### src/rtl/audio_dac_tx_if.sv
// Sample handshake bundle between the audio sample source and audio_dac_tx.
// The source drives a stereo pair with valid; the transmitter answers with ready.
interface audio_dac_tx_if #(
    parameter int DATA_WIDTH = 16
);
    logic                  iSAMPLE_VALID;
    logic [DATA_WIDTH-1:0] iLEFT;
    logic [DATA_WIDTH-1:0] iRIGHT;
    logic                  oSAMPLE_READY;

    modport master (
        output iSAMPLE_VALID,
        output iLEFT,
        output iRIGHT,
        input  oSAMPLE_READY
    );

    modport slave (
        input  iSAMPLE_VALID,
        input  iLEFT,
        input  iRIGHT,
        output oSAMPLE_READY
    );
endinterface

### src/rtl/audio_dac_tx.sv
// Serial audio DAC transmitter, slaved to externally generated LRCK/BCK.
// Buffers one stereo pair and shifts it MSB-first onto DACDAT, left-justified,
// with data changing one iCLK after each BCK falling edge.
// Optional build macro AUDIO_DAC_TX_I2S_DELAY_EN: delays the serial stream by
// one BCK slot through an extra register, giving I2S framing.
module audio_dac_tx #(
    parameter int DATA_WIDTH    = 16,
    parameter int UNDERRUN_ZERO = 1
) (
    input  logic                 iCLK,
    input  logic                 iRST_N,
    input  logic                 iAUD_BCK,
    input  logic                 iAUD_LRCK,
    audio_dac_tx_if.slave        smp,
    output logic                 oAUD_DACDAT,
    output logic                 oFRAME_START,
    output logic                 oUNDERRUN
);

    localparam int CW = $clog2(DATA_WIDTH + 1);
    localparam logic [CW-1:0] CNT_ONE  = CW'(1);
    localparam logic [CW-1:0] CNT_FULL = CW'(DATA_WIDTH);

    typedef enum logic [1:0] {
        IDLE  = 2'd0,
        LEFT  = 2'd1,
        RIGHT = 2'd2
    } state_t;

    state_t                state_q, state_d;
    logic                  full_q, full_d;
    logic [DATA_WIDTH-1:0] bufLeft_q, bufLeft_d;
    logic [DATA_WIDTH-1:0] bufRight_q, bufRight_d;
    logic [DATA_WIDTH-1:0] shiftLeft_q, shiftLeft_d;
    logic [DATA_WIDTH-1:0] shiftRight_q, shiftRight_d;
    logic [DATA_WIDTH-1:0] lastLeft_q, lastLeft_d;
    logic [DATA_WIDTH-1:0] lastRight_q, lastRight_d;
    logic [CW-1:0]         bitCnt_q, bitCnt_d;
    logic                  dac_q, dac_d;
    logic                  frameStart_q, frameStart_d;
    logic                  underrun_q, underrun_d;
    logic                  bck_q;
    logic                  lrck_q;

    logic                  bckFall;
    logic                  lrFall;
    logic                  lrRise;
    logic                  accept;
    logic [DATA_WIDTH-1:0] loadLeft;
    logic [DATA_WIDTH-1:0] loadRight;

    assign bckFall = bck_q & ~iAUD_BCK;
    assign lrFall  = lrck_q & ~iAUD_LRCK;
    assign lrRise  = ~lrck_q & iAUD_LRCK;

    // Ready is forced low during reset so no pair is taken before the buffer is cleared.
    assign smp.oSAMPLE_READY = ~full_q & ~iRST_N;
    assign accept            = smp.iSAMPLE_VALID & smp.oSAMPLE_READY;

    // State register plus edge history; everything clears on synchronous reset.
    always_ff @(posedge iCLK) begin
        if (iRST_N) begin
            state_q      <= IDLE;
            full_q       <= 1'b0;
            bufLeft_q    <= '0;
            bufRight_q   <= '0;
            shiftLeft_q  <= '0;
            shiftRight_q <= '0;
            lastLeft_q   <= '0;
            lastRight_q  <= '0;
            bitCnt_q     <= '0;
            dac_q        <= 1'b0;
            frameStart_q <= 1'b0;
            underrun_q   <= 1'b0;
            bck_q        <= 1'b0;
            lrck_q       <= 1'b0;
        end else begin
            state_q      <= state_d;
            full_q       <= full_d;
            bufLeft_q    <= bufLeft_d;
            bufRight_q   <= bufRight_d;
            shiftLeft_q  <= shiftLeft_d;
            shiftRight_q <= shiftRight_d;
            lastLeft_q   <= lastLeft_d;
            lastRight_q  <= lastRight_d;
            bitCnt_q     <= bitCnt_d;
            dac_q        <= dac_d;
            frameStart_q <= frameStart_d;
            underrun_q   <= underrun_d;
            bck_q        <= iAUD_BCK;
            lrck_q       <= iAUD_LRCK;
        end
    end

    // Next state: LRCK edges take priority over BCK so a misaligned phase resyncs each half-frame;
    // a same-cycle handshake is applied after the load so the load sees the old buffer.
    always_comb begin
        state_d      = state_q;
        full_d       = full_q;
        bufLeft_d    = bufLeft_q;
        bufRight_d   = bufRight_q;
        shiftLeft_d  = shiftLeft_q;
        shiftRight_d = shiftRight_q;
        lastLeft_d   = lastLeft_q;
        lastRight_d  = lastRight_q;
        bitCnt_d     = bitCnt_q;
        dac_d        = dac_q;
        frameStart_d = 1'b0;
        underrun_d   = 1'b0;
        loadLeft     = '0;
        loadRight    = '0;

        if (lrFall) begin
            if (full_q) begin
                loadLeft    = bufLeft_q;
                loadRight   = bufRight_q;
                lastLeft_d  = bufLeft_q;
                lastRight_d = bufRight_q;
                full_d      = 1'b0;
            end else begin
                underrun_d = 1'b1;
                if (UNDERRUN_ZERO == 0) begin
                    loadLeft  = lastLeft_q;
                    loadRight = lastRight_q;
                end
            end
            shiftLeft_d  = loadLeft;
            shiftRight_d = loadRight;
            dac_d        = loadLeft[DATA_WIDTH-1];
            bitCnt_d     = CNT_ONE;
            frameStart_d = 1'b1;
            state_d      = LEFT;
        end else begin
            unique case (state_q)
                IDLE: begin
                    dac_d = 1'b0;
                end
                LEFT: begin
                    if (lrRise) begin
                        dac_d    = shiftRight_q[DATA_WIDTH-1];
                        bitCnt_d = CNT_ONE;
                        state_d  = RIGHT;
                    end else if (bckFall && (bitCnt_q < CNT_FULL)) begin
                        dac_d       = shiftLeft_q[DATA_WIDTH-2];
                        shiftLeft_d = shiftLeft_q << 1;
                        bitCnt_d    = bitCnt_q + 1'b1;
                    end
                end
                RIGHT: begin
                    if (bckFall && (bitCnt_q < CNT_FULL)) begin
                        dac_d        = shiftRight_q[DATA_WIDTH-2];
                        shiftRight_d = shiftRight_q << 1;
                        bitCnt_d     = bitCnt_q + 1'b1;
                    end
                end
                default: begin
                    state_d = IDLE;
                end
            endcase
        end

        if (accept) begin
            bufLeft_d  = smp.iLEFT;
            bufRight_d = smp.iRIGHT;
            full_d     = 1'b1;
        end
    end

`ifdef AUDIO_DAC_TX_I2S_DELAY_EN
    logic i2sBit_q;

    // One-slot delay: takes the previous serial bit at every BCK fall and LRCK edge.
    always_ff @(posedge iCLK) begin
        if (iRST_N) begin
            i2sBit_q <= 1'b0;
        end else if (bckFall || lrFall || lrRise) begin
            i2sBit_q <= dac_q;
        end
    end

    assign oAUD_DACDAT = i2sBit_q;
`else
    assign oAUD_DACDAT = dac_q;
`endif

    assign oFRAME_START = frameStart_q;
    assign oUNDERRUN    = underrun_q;

endmodule

### src/flat_wrapper.sv
// flat-port wrapper written by rule: the top's interface ports become plain ports
module audio_dac_tx_flat 
#(
    parameter int DATA_WIDTH    = 16,
    parameter int UNDERRUN_ZERO = 1
)
  (iCLK, iRST_N, iAUD_BCK, iAUD_LRCK, oAUD_DACDAT, oFRAME_START, oUNDERRUN, smp_iSAMPLE_VALID, smp_iLEFT, smp_iRIGHT, smp_oSAMPLE_READY);
  audio_dac_tx_if #(.DATA_WIDTH(DATA_WIDTH)) smp_i ();
  input  logic iCLK;
  input  logic iRST_N;
  input  logic iAUD_BCK;
  input  logic iAUD_LRCK;
  output logic oAUD_DACDAT;
  output logic oFRAME_START;
  output logic oUNDERRUN;
  input wire logic [$bits(smp_i.iSAMPLE_VALID)-1:0] smp_iSAMPLE_VALID;
  input wire logic [$bits(smp_i.iLEFT)-1:0] smp_iLEFT;
  input wire logic [$bits(smp_i.iRIGHT)-1:0] smp_iRIGHT;
  output wire logic [$bits(smp_i.oSAMPLE_READY)-1:0] smp_oSAMPLE_READY;
  assign smp_i.iSAMPLE_VALID = smp_iSAMPLE_VALID;
  assign smp_i.iLEFT = smp_iLEFT;
  assign smp_i.iRIGHT = smp_iRIGHT;
  assign smp_oSAMPLE_READY = smp_i.oSAMPLE_READY;
  audio_dac_tx #(.DATA_WIDTH(DATA_WIDTH), .UNDERRUN_ZERO(UNDERRUN_ZERO)) u_core (.iCLK(iCLK), .iRST_N(iRST_N), .iAUD_BCK(iAUD_BCK), .iAUD_LRCK(iAUD_LRCK), .smp(smp_i), .oAUD_DACDAT(oAUD_DACDAT), .oFRAME_START(oFRAME_START), .oUNDERRUN(oUNDERRUN));
endmodule
### config.mk
export PLATFORM = sky130hd
export DESIGN_NAME = audio_dac_tx_flat
export DESIGN_NICKNAME = d
export VERILOG_FILES = /design/src/rtl/audio_dac_tx_if.sv /design/src/rtl/audio_dac_tx.sv /design/src/flat_wrapper.sv
export SDC_FILE = /design/constraint.sdc
export NUM_CORES = 1
export LEC_CHECK = 0
export CORE_ASPECT_RATIO = 0.6
export CORE_MARGIN = 1
export CORE_UTILIZATION = 45
export CTS_BUF_LIST = sky130_fd_sc_hd__clkbuf_8
export DETAILED_ROUTE_END_ITERATION = 10
export HOLD_SLACK_MARGIN = 0.15
export PLACE_DENSITY = 0.72
export SYNTH_ARGS = -nofsm -noshare
export SYNTH_HDL_FRONTEND = slang
export SYNTH_SLANG_ARGS = --single-unit
### constraint.sdc
create_clock -name iCLK -period 1.3 [get_ports iCLK]
set_clock_uncertainty 0.05 [all_clocks]
set_input_delay 0.13 -clock iCLK [delete_from_list [all_inputs] [get_ports iCLK]]
set_output_delay 0.13 -clock iCLK [all_outputs]
set_load 0.005 [all_outputs]
==> flow_summary.toml <==
[die]
pin_count = 41
fp.dieH_um = 65.93
start_util = 0.4842
fp.dieW_um = 108.6
fp-row-count = 22
die-area_um2 = 7157
core-area_um2 = 6331

[timing]
setup_tns_ns = -7.223
finalHoldViolCount = 0
setup_violations = 38
rsz0062_at_grt = "yes"
clock.fmax_mhz = 637.1
holdWs_ns = 0.2639
maxSlewHeadroom = 0.7417
fin_crit_ns = 1.570
tightest_slew_ns = 0.3875
setup_ws_ns = -0.2697
slew_viol_final = 0
min_period_over_period = 1.207

[global_route]
grt_pass1_wl_mm = 12.77
grt_antenna_before_repair = 0
first_global_vias = 2658
track_usage = 0.2409
gr-total-overflow = 0
grt_max_degree = 39

[synthesis]
ys_warn_count = 0
async_flop_share = 0
synth_cell_types = 34
synthCells = 358
yosysMostFrequentCell = "dfxtp_1"
synth_flop_cell = "dfxtp_1"
synth_area_um2 = 3065
netlist_top_cells_count = "dfxtp_1, nand2_1, nor2_1"
syn_nets = 403
ys_ff_latch = 76
synth.area.top_cells = "dfxtp_1, nand2_1, a211oi_1"
yosysSeqAreaShare = 0.4963
synth_edf_count = 0
synth_top_cell_by_area = "dfxtp_1"
synth_area_per_cell_um2 = 8.563
synth_top_area_frac = 0.4963

[cts]
cts_tree = "yes"
clk_pin_slew_ns = 0.08
cts_made_buffers = 9
cts_max_path_buffers = 2
clock_sinks = 76
clock_latency_ns = 0.37
htreeDepth = 3
root_buffer = "clkbuf_8"

[status]
status = "finished, violations left"
violations = "setup timing"

[worst_setup_path]
critical_path_buf_inv_count = 2
worstRegToRegCells = 7
ff2ff_setup_slack_ns = -0.27
slowest_stage = "dfxtp_2"
cp_num_cells = 7
r2r_end = "u_core.bitCnt_q[3]$_SDFFE_PP0P_"
criticalPathCategory = "flop to flop"
cp-startpoint = "u_core.state_q[1]$_SDFFE_PP0P_"
required_ns = 1.50
path_cells = "inv_2 > buf_6 > ha_4 > and4bb_4 > nand4_1 > xor2_1 > nor2_1"
startpoint_type = "flop"
crit_arrival_ns = 1.77
cp_top_family = "simple AND/OR/NAND/NOR gates"
crit_path_end_kind = "flop"
crit_end = "u_core.bitCnt_q[3]$_SDFFE_PP0P_"
timing.rr.start = "u_core.state_q[1]$_SDFFE_PP0P_"
path_max_fanout = 5
crit_path_max_incr_delay_ns = 0.35

[routing]
finalWirelength_mm = 8.209
antenna_left = 0
routedWlPerCell_um = 15.91
drtIter0Drc = 163
vias = 2836
drc = 0
via_per_inst = 5.496
drt-pass1-iter-count = 6

[min_path]
hp-class = "primary input to flop"

[layout]
stdcell_area_um2 = 4634
layout.cells.non_filler = 516
drive_gt1_frac = 0.3264
num_antenna_cells = 0
nets = 472
fin_util = 0.7320
fillers = 435
area_growth_pct = 51.18

[place]
hpwl_mm = 4.652
dp.cells = 484
place.gp.congestion = 0.8104
placed_cell_area_um2 = 3840
port_buffers = 40
pre_cts_ws_ns = -0.6010

[job]
max-cap-violations = 0

[power_and_ir_drop]
p_leak_nw = 1.654
finalPower_mw = 5.076
power_density_nw_per_um2 = 1095
peakVddDrop_mv = 0.9292
-- layout by cell type, fill, tap and decap left out, types with 3 or more instances in the layout --
cell | Yosys | routed
dlygate4sd2_1 | 0 | 3
nand3_1 | 5 | 4
buf_4 | 0 | 28
buf_6 | 0 | 5
buf_16 | 0 | 3
clkbuf_8 | 0 | 13
inv_1 | 6 | 4
ha_1 | 8 | 3
nor2_1 | 40 | 16
nor2_2 | 0 | 6
nor2_4 | 0 | 18
buf_12 | 0 | 8
clkdlybuf4s50_1 | 0 | 36
dfxtp_1 | 76 | 69
dfxtp_2 | 0 | 5
a22oi_2 | 0 | 6
a21oi_1 | 7 | 6
a211oi_2 | 0 | 19
a22oi_1 | 28 | 22
nand2_1 | 69 | 69
ha_4 | 0 | 4
a211oi_1 | 28 | 9
o21ai_0 | 34 | 32
-- kinds of logic (layout without fill, tap and decap cells) --
group | count (synthesis) | count (layout) | synth area share
compound gates | 106 | 106 | 0.2274
mux | 3 | 3 | 0.01020
buf+inv | 35 | 109 | 0.04979
xor+xnor | 2 | 2 | 0.005715
flops | 76 | 76 | 0.4963
fa+ha+maj | 8 | 8 | 0.03265
simple gates | 128 | 128 | 0.1780
-- worst min-delay path, cell delays in order --
cell and delay [ns]:
clkdlybuf4s50_1 0.39, nand2_1 0.05, o21ai_0 0.06
-- layout make-up --
| type | instances | area [um2] | area share |
|---|---|---|---|
| clock buffer | 13 | 178.9 | 0.03861 |
| sequential | 76 | 1535 | 0.3313 |
| tap | 84 | 105.1 | 0.02268 |
| inverter | 7 | 36.28 | 0.007829 |
| multi-input combinational | 247 | 1804 | 0.3893 |
| clock inverter | 3 | 18.77 | 0.004050 |
| timing repair buffer | 86 | 955.9 | 0.2063 |
-- what timing repair did --
| action | 4_1_cts | 5_1_grt |
|---|---|---|
| pin swaps | 23 | 12 |
| hold buffers | 0 | 0 |
| gates cloned | 4 | 1 |
| setup endpoints to repair | 45 | 41 |
| resized for setup | 72 | 32 |
| buffers inserted | 10 | 1 |
-- per-layer routing --
layer / GRT usage / vias to the layer above / wire length, um
met5: 0 / - / 0
met4: 0.06081 / 0 / 99
met3: 0.1064 / 12 / 534
met2: 0.3592 / 90 / 3667
met1: 0.3161 / 1340 / 3908
li1: - / 1394 / -
-- registers in the layout, indices dropped and copies added (netlist names) --
name and cells:
u_core.bufLeft_q 16, u_core.bufRight_q 16, u_core.shiftRight_q 16, u_core.shiftLeft_q 15
u_core.bitCnt_q 5, u_core.state_q 2, u_core.bck_q 1, u_core.full_q 1
u_core.lrck_q 1, u_core.oAUD_DACDAT 1, u_core.oFRAME_START 1, u_core.oUNDERRUN 1
-- worst min path at each step --
stage | start | to | slack (ns) | cells after the start
floorplan | smp_iLEFT[0] | u_core.bufLeft_q[0]$_SDFFE_PP0P_ | 0.19 | 2
global placement | u_core.bufRight_q[2]$_SDFFE_PP0P_ | u_core.bufRight_q[2]$_SDFFE_PP0P_ | 0.40 | 2
detailed placement | u_core.bufLeft_q[4]$_SDFFE_PP0P_ | u_core.bufLeft_q[4]$_SDFFE_PP0P_ | 0.40 | 2
CTS | smp_iLEFT[9] | u_core.bufLeft_q[9]$_SDFFE_PP0P_ | 0.25 | 3
global route | smp_iRIGHT[10] | u_core.bufRight_q[10]$_SDFFE_PP0P_ | 0.25 | 3
finish | smp_iLEFT[7] | u_core.bufLeft_q[7]$_SDFFE_PP0P_ | 0.26 | 3
-- where the power goes --
group / internal [mW] / switching (mW)
clock network: 0.899 / 0.865
registers: 2.46 / 0.102
logic: 0.410 / 0.343
Note: power is estimated with default switching activity, not from simulation.
